$ cat config.mk
export PLATFORM = sky130hd
export DESIGN_NAME = lisa_qspi_engine_flat
export DESIGN_NICKNAME = d
export VERILOG_FILES = /design/src/rtl/lisa_qspi_engine_if.sv /design/src/rtl/lisa_qspi_engine.sv /design/src/flat_wrapper.sv
export SDC_FILE = /design/constraint.sdc
export NUM_CORES = 1
export LEC_CHECK = 0
export BUFFER_PORTS_ARGS = -buffer_cell sky130_fd_sc_hd__buf_2
export CELL_PAD_IN_SITES_DETAIL_PLACEMENT = 0
export CELL_PAD_IN_SITES_GLOBAL_PLACEMENT = 1
export CORE_MARGIN = 2
export CORE_UTILIZATION = 44
export DETAILED_ROUTE_END_ITERATION = 10
export GPL_TIMING_DRIVEN = 0
export PLACE_DENSITY = 0.81
export REMOVE_ABC_BUFFERS = 1
export SLEW_MARGIN = 10
export SYNTH_ARGS = -nofsm -noshare
export SYNTH_HDL_FRONTEND = slang
export SYNTH_SLANG_ARGS = --single-unit
$ cat constraint.sdc
create_clock -name clk -period 3.9 [get_ports clk]
set_input_delay 1.17 -clock clk [delete_from_list [all_inputs] [get_ports clk]]
set_output_delay 1.17 -clock clk [all_outputs]
set_load 0.05 [all_outputs]
$ cat src/rtl/lisa_qspi_engine_if.sv
// Downstream request bus between the LISA QSPI arbiter (master) and the
// QSPI engine (slave): request fields in, per-word ready/rdata and done out.
interface lisa_qspi_engine_if #(
  parameter int CHIP_SELECTS = 2
);
  logic                    valid;
  logic [23:0]             addr;
  logic [15:0]             wdata;
  logic [1:0]              wstrb;
  logic [3:0]              xfer_len;
  logic [CHIP_SELECTS-1:0] ce_ctrl;
  logic                    custom_spi_cmd;
  logic [7:0]              cmd_quad_write;
  logic [15:0]             rdata;
  logic                    ready;
  logic                    xfer_done;

  modport master (
    output valid, addr, wdata, wstrb, xfer_len, ce_ctrl, custom_spi_cmd, cmd_quad_write,
    input  rdata, ready, xfer_done
  );

  modport slave (
    input  valid, addr, wdata, wstrb, xfer_len, ce_ctrl, custom_spi_cmd, cmd_quad_write,
    output rdata, ready, xfer_done
  );
endinterface

$ cat src/rtl/lisa_qspi_engine.sv
// Quad-mode QSPI PSRAM engine: runs one latched request as a
// command/address/dummy/data sequence, two clk per sclk period.
module lisa_qspi_engine #(
  parameter int          CHIP_SELECTS = 2,
  parameter int          DUMMY_CYCLES = 6,
  parameter logic [7:0]  CMD_READ     = 8'hEB,
  parameter logic [7:0]  CMD_WRITE    = 8'h38
) (
  input  logic                    clk,
  input  logic                    rst_n,
  lisa_qspi_engine_if.slave       bus,
  output logic                    sclk,
  output logic [CHIP_SELECTS-1:0] ce_n,
  output logic [3:0]              sio_out,
  output logic [3:0]              sio_oe,
  input  logic [3:0]              sio_in
);

  typedef enum logic [2:0] {IDLE, CMD, ADDR, DUMMY, DATA, END} state_t;

  state_t                  state_q, state_d;
  logic                    ph_q, ph_d;
  logic [3:0]              cnt_q, cnt_d;
  logic [4:0]              words_q, words_d;
  logic                    wr_q, wr_d;
  logic                    byte_q, byte_d;
  logic                    swap_q, swap_d;
  logic [CHIP_SELECTS-1:0] ce_q, ce_d;
  logic [15:0]             rdata_q, rdata_d;
  logic                    rdy_q, rdy_d;

  logic [23:0]             addr_q, addr_d;
  logic [7:0]              op_q, op_d;
  logic [15:0]             wsh_q, wsh_d;
  logic [11:0]             rsh_q, rsh_d;

  logic [15:0]             wsrc, wcur, rword;
  logic [23:0]             ash;
  logic                    wr_rdy, done;

  // Word byte order on the wire: low byte then high byte, high nibble first.
  function automatic logic [3:0] word_nib(input logic [15:0] w, input logic [1:0] i);
    case (i)
      2'd0:    return w[7:4];
      2'd1:    return w[3:0];
      2'd2:    return w[15:12];
      default: return w[11:8];
    endcase
  endfunction

  assign bus.rdata     = rdata_q;
  assign bus.ready     = rdy_q | wr_rdy;
  assign bus.xfer_done = done;

  always_comb begin
    state_d  = state_q;
    ph_d     = ph_q;
    cnt_d    = cnt_q;
    words_d  = words_q;
    wr_d     = wr_q;
    byte_d   = byte_q;
    swap_d   = swap_q;
    ce_d     = ce_q;
    addr_d   = addr_q;
    op_d     = op_q;
    wsh_d    = wsh_q;
    rsh_d    = rsh_q;
    rdata_d  = rdata_q;
    rdy_d    = 1'b0;
    wr_rdy   = 1'b0;
    done     = 1'b0;
    sclk     = 1'b0;
    ce_n     = '1;
    sio_out  = 4'h0;
    sio_oe   = 4'h0;
    // Upper-byte single writes are swapped so both byte cases shift out bits [7:0].
    wsrc     = swap_q ? {bus.wdata[7:0], bus.wdata[15:8]} : bus.wdata;
    wcur     = (cnt_q == 4'd0) ? wsrc : wsh_q;
    rword    = {rsh_q, sio_in};
    ash      = addr_q << {cnt_q[2:0], 2'b00};

    case (state_q)
      IDLE: begin
        if (bus.valid) begin
          wr_d    = |bus.wstrb;
          byte_d  = (bus.wstrb == 2'b01) || (bus.wstrb == 2'b10);
          swap_d  = (bus.wstrb == 2'b10);
          ce_d    = bus.ce_ctrl;
          addr_d  = (bus.wstrb == 2'b10) ? bus.addr + 24'd1 : bus.addr;
          op_d    = (bus.wstrb == 2'b00) ? CMD_READ :
                    (bus.custom_spi_cmd ? bus.cmd_quad_write : CMD_WRITE);
          if ((bus.wstrb == 2'b01) || (bus.wstrb == 2'b10)) words_d = 5'd1;
          else if (bus.xfer_len == 4'd0)                    words_d = 5'd16;
          else                                              words_d = {1'b0, bus.xfer_len};
          ph_d    = 1'b0;
          cnt_d   = 4'd0;
          state_d = CMD;
        end
      end
      CMD: begin
        sclk    = ph_q;
        ce_n    = ~ce_q;
        sio_oe  = 4'hF;
        sio_out = cnt_q[0] ? op_q[3:0] : op_q[7:4];
        ph_d    = ~ph_q;
        if (ph_q) begin
          if (cnt_q == 4'd1) begin
            cnt_d   = 4'd0;
            state_d = ADDR;
          end else begin
            cnt_d = cnt_q + 4'd1;
          end
        end
      end
      ADDR: begin
        sclk    = ph_q;
        ce_n    = ~ce_q;
        sio_oe  = 4'hF;
        sio_out = ash[23:20];
        ph_d    = ~ph_q;
        if (ph_q) begin
          if (cnt_q == 4'd5) begin
            cnt_d   = 4'd0;
            state_d = wr_q ? DATA : DUMMY;
          end else begin
            cnt_d = cnt_q + 4'd1;
          end
        end
      end
      DUMMY: begin
        sclk = ph_q;
        ce_n = ~ce_q;
        ph_d = ~ph_q;
        if (ph_q) begin
          if (cnt_q == 4'(DUMMY_CYCLES - 1)) begin
            cnt_d   = 4'd0;
            state_d = DATA;
          end else begin
            cnt_d = cnt_q + 4'd1;
          end
        end
      end
      DATA: begin
        sclk = ph_q;
        ce_n = ~ce_q;
        ph_d = ~ph_q;
        if (wr_q) begin
          sio_oe  = 4'hF;
          sio_out = word_nib(wcur, cnt_q[1:0]);
          // Write word is consumed from the bus while its first nibble is on the pins.
          if (cnt_q == 4'd0 && !ph_q) begin
            wr_rdy = 1'b1;
            wsh_d  = wsrc;
          end
        end else if (ph_q) begin
          rsh_d = rword[11:0];
          if (cnt_q == 4'd3) begin
            rdata_d = {rword[7:0], rword[15:8]};
            rdy_d   = 1'b1;
          end
        end
        if (ph_q && cnt_q == (byte_q ? 4'd1 : 4'd3)) begin
          cnt_d   = 4'd0;
          words_d = words_q - 5'd1;
          if (words_q == 5'd1) state_d = END;
        end else if (ph_q) begin
          cnt_d = cnt_q + 4'd1;
        end
      end
      END: begin
        ph_d = ~ph_q;
        if (ph_q) begin
          done    = 1'b1;
          ph_d    = 1'b0;
          state_d = IDLE;
        end
      end
      default: state_d = IDLE;
    endcase
  end

  always_ff @(posedge clk or negedge rst_n) begin
    if (!rst_n) begin
      state_q <= IDLE;
      ph_q    <= 1'b0;
      cnt_q   <= 4'd0;
      words_q <= 5'd0;
      wr_q    <= 1'b0;
      byte_q  <= 1'b0;
      swap_q  <= 1'b0;
      ce_q    <= '0;
      rdata_q <= 16'h0;
      rdy_q   <= 1'b0;
    end else begin
      state_q <= state_d;
      ph_q    <= ph_d;
      cnt_q   <= cnt_d;
      words_q <= words_d;
      wr_q    <= wr_d;
      byte_q  <= byte_d;
      swap_q  <= swap_d;
      ce_q    <= ce_d;
      rdata_q <= rdata_d;
      rdy_q   <= rdy_d;
    end
  end

  always_ff @(posedge clk) begin
    addr_q <= addr_d;
    op_q   <= op_d;
    wsh_q  <= wsh_d;
    rsh_q  <= rsh_d;
  end

endmodule

$ cat src/flat_wrapper.sv
// flat-port wrapper written by rule: the top's interface ports become plain ports
module lisa_qspi_engine_flat 
#(
  parameter int          CHIP_SELECTS = 2,
  parameter int          DUMMY_CYCLES = 6,
  parameter logic [7:0]  CMD_READ     = 8'hEB,
  parameter logic [7:0]  CMD_WRITE    = 8'h38
)
  (clk, rst_n, sclk, ce_n, sio_out, sio_oe, sio_in, bus_valid, bus_addr, bus_wdata, bus_wstrb, bus_xfer_len, bus_ce_ctrl, bus_custom_spi_cmd, bus_cmd_quad_write, bus_rdata, bus_ready, bus_xfer_done);
  lisa_qspi_engine_if #(.CHIP_SELECTS(CHIP_SELECTS)) bus_i ();
  input  logic clk;
  input  logic rst_n;
  output logic sclk;
  output logic [CHIP_SELECTS-1:0] ce_n;
  output logic [3:0] sio_out;
  output logic [3:0] sio_oe;
  input  logic [3:0] sio_in;
  input wire logic [$bits(bus_i.valid)-1:0] bus_valid;
  input wire logic [$bits(bus_i.addr)-1:0] bus_addr;
  input wire logic [$bits(bus_i.wdata)-1:0] bus_wdata;
  input wire logic [$bits(bus_i.wstrb)-1:0] bus_wstrb;
  input wire logic [$bits(bus_i.xfer_len)-1:0] bus_xfer_len;
  input wire logic [$bits(bus_i.ce_ctrl)-1:0] bus_ce_ctrl;
  input wire logic [$bits(bus_i.custom_spi_cmd)-1:0] bus_custom_spi_cmd;
  input wire logic [$bits(bus_i.cmd_quad_write)-1:0] bus_cmd_quad_write;
  output wire logic [$bits(bus_i.rdata)-1:0] bus_rdata;
  output wire logic [$bits(bus_i.ready)-1:0] bus_ready;
  output wire logic [$bits(bus_i.xfer_done)-1:0] bus_xfer_done;
  assign bus_i.valid = bus_valid;
  assign bus_i.addr = bus_addr;
  assign bus_i.wdata = bus_wdata;
  assign bus_i.wstrb = bus_wstrb;
  assign bus_i.xfer_len = bus_xfer_len;
  assign bus_i.ce_ctrl = bus_ce_ctrl;
  assign bus_i.custom_spi_cmd = bus_custom_spi_cmd;
  assign bus_i.cmd_quad_write = bus_cmd_quad_write;
  assign bus_rdata = bus_i.rdata;
  assign bus_ready = bus_i.ready;
  assign bus_xfer_done = bus_i.xfer_done;
  lisa_qspi_engine #(.CHIP_SELECTS(CHIP_SELECTS), .DUMMY_CYCLES(DUMMY_CYCLES), .CMD_READ(CMD_READ), .CMD_WRITE(CMD_WRITE)) u_core (.clk(clk), .rst_n(rst_n), .bus(bus_i), .sclk(sclk), .ce_n(ce_n), .sio_out(sio_out), .sio_oe(sio_oe), .sio_in(sio_in));
endmodule
# Word-level counts from Yosys, hierarchy flattened
# Index checks and enable logic that the tools add are counted.
[totals]
inputBits = 64
out_inout_bits = 29
elab_cells = 125
regBits = 95
[op_classes]
mux = 50
n_reduce_logical = 25
eq_ne = 26
addsub = 3
n_bitwise = 5
shift = 1
[op_table]
columns = ["operator", "n"]
rows = [
  ["4-bit 2-to-1 mux", 10],
  ["3-bit 2-to-1 mux", 11],
  ["16-bit 2-to-1 mux", 2],
  ["24-bit by 1-bit adder with 24-bit output, second input constant", 1],
  ["24-bit 2-to-1 mux", 1],
  ["4-bit case mux with 3 select lines", 2],
  ["24-bit by 5-bit << shifter with 24-bit output", 1],
  ["5-bit 2-to-1 mux", 4],
  ["2-bit by 1-bit inequality test with 1-bit output, second input constant", 10],
  ["3-bit case mux with 6 select lines", 1],
  ["4-bit case mux with 4 select lines", 1],
  ["1-bit 2-to-1 mux", 12],
  ["5-bit case mux with 2 select lines", 1],
  ["10-bit AND reduction", 1],
  ["3-bit AND reduction", 3],
  ["4-bit logical NOT", 2],
  ["8-bit 2-to-1 mux", 1],
  ["4-bit case mux with 2 select lines", 1],
  ["2-bit OR reduction", 4],
  ["3-bit by 2-bit equality test with 1-bit output, second input constant", 2],
  ["3-bit equality test, second input constant", 2],
  ["5-bit by 1-bit equality test with 1-bit output, second input constant", 1],
  ["5-bit AND reduction", 1],
  ["5-bit by 1-bit subtractor with 5-bit output, second input constant", 1],
  ["26 further kinds", 34],
]

# Longest topological paths before layout
[logic_depth]
ltp_word = 6
mapped_depth = 9
mapped_depth_nobuf = 7

# Worst setup path after synthesis
# OpenSTA, ideal clock, no wires.
[synth_path]
path_kind = "register to output"
startpoint = "register u_core.state_q[0]"
endpoint = "output sio_oe[1]"
path_buffers = 2
required_time_ps = 2730
setup_slack_ps = 109
t_arrival_ps = 2621
stages_incl_launch_ff = 5
path_cell_list = "dfrtp_1 clkbuf_1 mux2_2 o21ai_0 buf_4"
[synth_via]
elab_chain_len = 3
elab_cells_between_ends = 5
classes_between = "eq/ne (3); mux (1); reduce/logical (1)"
[synth_lines]
columns = ["item", "line_no", "text"]
rows = [
  ["start, declared", "lisa_qspi_engine.sv:21", "state_t state_q, state_d;"],
  ["start signal, assigned", "lisa_qspi_engine.sv:195", "state_q <= state_d;"],
  ["3-bit by 1-bit equality test with 1-bit output or 3-bit by 2-bit equality test with 1-bit output (tied branches)", "lisa_qspi_engine.sv:82", "case (state_q)"],
  ["2-bit OR reduction (no line)", "--", ""],
  ["4-bit case mux with 2 select lines *", "lisa_qspi_engine.sv:82", ""],
  ["end, declared", "flat_wrapper.sv:16", "output logic [3:0] sio_oe;"],
]
# Every way passes the cells marked *; elsewhere a longest branch is shown, timed or not.

# Worst setup path in the final report
[layout_path]
startpoint = "register u_core.cnt_q[0]"
endpoint = "output sio_out[2]"
[layout_via]
elab_chain_len = 5
elab_cells_between_ends = 10
classes_between = "eq/ne (2); shift (1); mux (5); reduce/logical (2)"
[layout_lines]
columns = ["item", "line_no", "text"]
rows = [
  ["start, declared", "lisa_qspi_engine.sv:23", "logic [3:0] cnt_q, cnt_d;"],
  ["start signal, assigned", "lisa_qspi_engine.sv:197", "cnt_q <= cnt_d;"],
  ["4-bit logical NOT", "lisa_qspi_engine.sv:78", "wcur = (cnt_q == 4'd0) ? wsrc : wsh_q;"],
  ["16-bit 2-to-1 mux", "lisa_qspi_engine.sv:78", ""],
  ["4-bit case mux with 3 select lines", "lisa_qspi_engine.sv:43", "case (i)"],
  ["4-bit 2-to-1 mux", "lisa_qspi_engine.sv:147", "if (wr_q) begin"],
  ["4-bit case mux with 3 select lines *", "lisa_qspi_engine.sv:82", ""],
  ["end, declared", "flat_wrapper.sv:15", "output logic [3:0] sio_out;"],
]
# Marked as above.

==> results.md <==
* Status: finished clean
* Setup Total Neg Slack at 0 ns
* Psw at 0.00165 W
* Yosys cell types at 59
* Storage element area at about 2700 µm²
* FMAX at about 270 MHz
* Worst-path fanout max at 19
* RSZ-0062 raised after global routing: no
* R2R cell count at 4
* Number of max-cap violations at 0
* Ys Warns at 0
* FP Rows at 38
* Startpoint types: flip-flop
* Combinational power share at 39.5%
* Cts bufs inserted at 9
* PortBufs at 92
* Flop pwr share at 38.0%
* Clock root buffer: clkbuf_16
* Total power at 0.00404 W
* Filler cells at ~980
* CORE AREA at 10900 µm²
* Fin crit share at between 90% and 100%
* Final Max Tran Viols at 0
* Hold crit path type: reg -> reg
* Antenna violations before repair at 0
* R2R Path End: u_core.bus.rdata[14]$_DFFE_PN0P_
* Leak pwr at about 2.5 nW
* Worst-margin pin slew at 0.812 ns
* CP required at 2.73 ns
* Final GP Congestion at a little over 0.8
* Post-DR wirelength/cell at 15.8 µm
* Fin area at 5850 µm²
* DP Area at 5510 µm²
* Part of the Yosys area used for sequential elements at 53.8%
* Critical path capture point: sio_out[2]
* Peak VDD IR at between 300 and 400 µV
* Yosys reg bits at 95
* Internal power at 0.00239 W
* Sw Share at between 40 and 50%
* CTS tree: built
* GRT Total Usage at 17.5%
* H-Tree Depth at 3
* Width of the die at 110 µm
* Crit end category: output pin
* Pwr Density at 691 nW/µm²
* Vias in the first global route at ~3.3k
* Synth async-reset ratio at 36.8%
* Area of the multi-input gates at 2160 µm²
* EDFF count, synth at 60
* Hold Fails Final Rpt at 0
* GRT overflow at 0
* Critical Path Start: u_core.cnt_q[0]$_DFFE_PN0P_
* Detail Route Antenna Nets at 0
* Area leader, netlist: edfxtp_1
* Synth Instances at 416
* Detailed Routing Iterations Pass 1 at 4
* DIE AREA at 12200 µm²
* Final wirelength at 10200 µm
* Pin count of the biggest net entering global routing at 38
* First-pass GRT wire length at 16200 µm
* Drt drc at 0
* Most frequent cells in the layout: 91 x buf_2, 60 x edfxtp_1, 41 x nand2_1
* Post-layout min period at about 3.7 ns
* HPWL Detailed at 7350 µm
* Clk_lat worst skew at 0.34 ns
* Rel. slew slack at 45.8%
* Clock Skews at about 0.0066 ns
* Commonest non-fill, non-tap cell in the layout: buf_2
* Critical path class: reg -> out
* Area grow syn2layout at 17.6%
* Layout cells sized above 1 at between 30% and 40%
* CTS clock-pin slew for the worst setup and hold paths at around 0.070 ns
* Critical Path AT at about 2.6 ns
* Clock Path Buffers at 2
* Iteration-0 DRC count of the detailed router at 165
* Die Span Y at 110 µm
* Syn_area_per_cell at approximately 12 µm²
* Post-synth top area share at 36.2%
* Reg-to-reg setup timing slack at 1.42 ns
* Area contributors post-synth: edfxtp_1 36%, dfrtp_1 18%, mux2_2 6.3%
* I/O pin count at 93
* Clock share of power at ~23%
* Starting Density at 45.5%
* Synth Cell Area at between 4000 and 5000 µm²
* NumNets Final at about 570
* Utilization after layout at 53.5%
* Clock net sink count at 95
* RR Startpoint: u_core.state_q[2]$_DFFE_PN0P_
* Via/cell ratio at ~5.4
* Antenna Cells at 0
* Top_reg_cell synth: edfxtp_1
* Final setup fails at 0
* Via count at 3466
-- flip-flops by register name (all words and copies together) (netlist names), 2 cells and up --
| name | count |
|---|---|
| u_core.addr_q | 24 |
| u_core.ce_q | 2 |
| u_core.state_q | 3 |
| u_core.bus.rdata | 16 |
| u_core.cnt_q | 4 |
| u_core.op_q | 8 |
| u_core.rsh_q | 12 |
| u_core.words_q | 5 |
| u_core.wsh_q | 16 |
-- through the flow --
| step | std cells | hold slack (ns) | setup WS (ns) |
|---|---|---|---|
| after global placement | 629 | 0.425 | -0.565 |
| after global routing | 646 | 0.470 | 0.0227 |
| after CTS | 646 | 0.454 | 0.0352 |
| after floorplan | 397 | 0.422 | -2.41 |
| after detailed placement | 629 | 0.437 | -0.683 |
| final | 646 | 0.453 | 0.171 |
-- synthesized netlist by cell type (3+ instances only) --
cell type / number
nand4_1: 5
a21o_1: 5
xnor2_1: 15
nand2_1: 41
edfxtp_1: 60
nor2_1: 18
xor2_1: 11
buf_4: 3
ha_1: 9
nor2b_1: 3
nand2b_1: 5
buf_2: 8
o22ai_1: 4
inv_1: 14
and3_1: 8
nand3_1: 8
o21ai_0: 22
a21oi_1: 16
and4_1: 4
nand3b_1: 5
mux2_2: 28
dfrtp_1: 35
mux2i_1: 18
o221ai_1: 3
and2_1: 6
clkbuf_1: 6
mux2_4: 9
nor3_1: 8
-- power by group through the flow --
stage	logic [W]	clock network, W	registers, W
2_1_floorplan	0.00115	0	0.00154
3_3_place_gp	0.00156	0	0.00154
3_5_place_dp	0.00159	0	0.00155
4_1_cts	0.00160	0.000924	0.00154
5_1_grt	0.00175	0.000968	0.00157
6_report	0.00160	0.000910	0.00154
-- layout make-up --
class / count / share of cell area [%]
repair buffers: 93 / 8.04
clock inverters: 5 / 0.705
well taps: 140 / 2.99
flip-flops and latches: 95 / 45.8
clock buffers: 11 / 4.70
inverters: 14 / 0.898
multi-input cells: 288 / 36.8
-- cells by family (layout without fill, tap and decap cells) --
| kind of cell | count (synthesis) | in the layout | share of synthesized area [%] |
|---|---|---|---|
| xor+xnor | 26 | 26 | 4.57 |
| simple gates | 124 | 124 | 13.4 |
| flops | 95 | 95 | 53.8 |
| compound gates | 73 | 73 | 9.68 |
| fa+ha+maj | 9 | 9 | 2.26 |
| mux | 56 | 56 | 13.1 |
| buf+inv | 33 | 123 | 3.22 |
-- how the worst min path moves through the flow --
stage | cells after the start | from | slack [ns] | endpoint
6_report | 0 | u_core.rsh_q[7]$_DFFE_PP_ | 0.45 | u_core.rsh_q[11]$_DFFE_PP_
5_1_grt | 0 | u_core.rsh_q[0]$_DFFE_PP_ | 0.47 | u_core.rsh_q[4]$_DFFE_PP_
4_1_cts | 0 | u_core.rsh_q[3]$_DFFE_PP_ | 0.45 | u_core.rsh_q[7]$_DFFE_PP_
3_5_place_dp | 0 | u_core.rsh_q[3]$_DFFE_PP_ | 0.44 | u_core.rsh_q[7]$_DFFE_PP_
3_3_place_gp | 0 | u_core.rsh_q[5]$_DFFE_PP_ | 0.43 | u_core.rsh_q[9]$_DFFE_PP_
2_1_floorplan | 0 | u_core.rsh_q[6]$_DFFE_PP_ | 0.42 | u_core.rsh_q[10]$_DFFE_PP_
-- critical path, stage by stage (launching register included) --
cell and delay [ns]:
dfrtp_4 0.59, inv_1 0.14, ha_1 0.29, a222oi_1 0.36, o21ai_0 0.13, nand3_1 0.10
o21ai_0 0.08, a311o_1 0.30, buf_2 0.22
-- metal layers --
layer | track usage [%] | vias up | part of all wire, %
met1 | 24.9 | 1665 | 48
li1 | - | 1697 | -
met4 | 6.16 | 0 | 1.3
met2 | 27.3 | 94 | 46
met5 | 0 | - | 0
met3 | 2.94 | 10 | 4.4
-- timing repair --
item	in CTS	in global routing
endpoints found under the hold margin	0	0
pin swaps	1	0
gates resized for setup	4	5
endpoints found under the setup margin	5	3
hold buffers	0	0
buffers inserted	1	0
(Power assumes the default switching activity.)
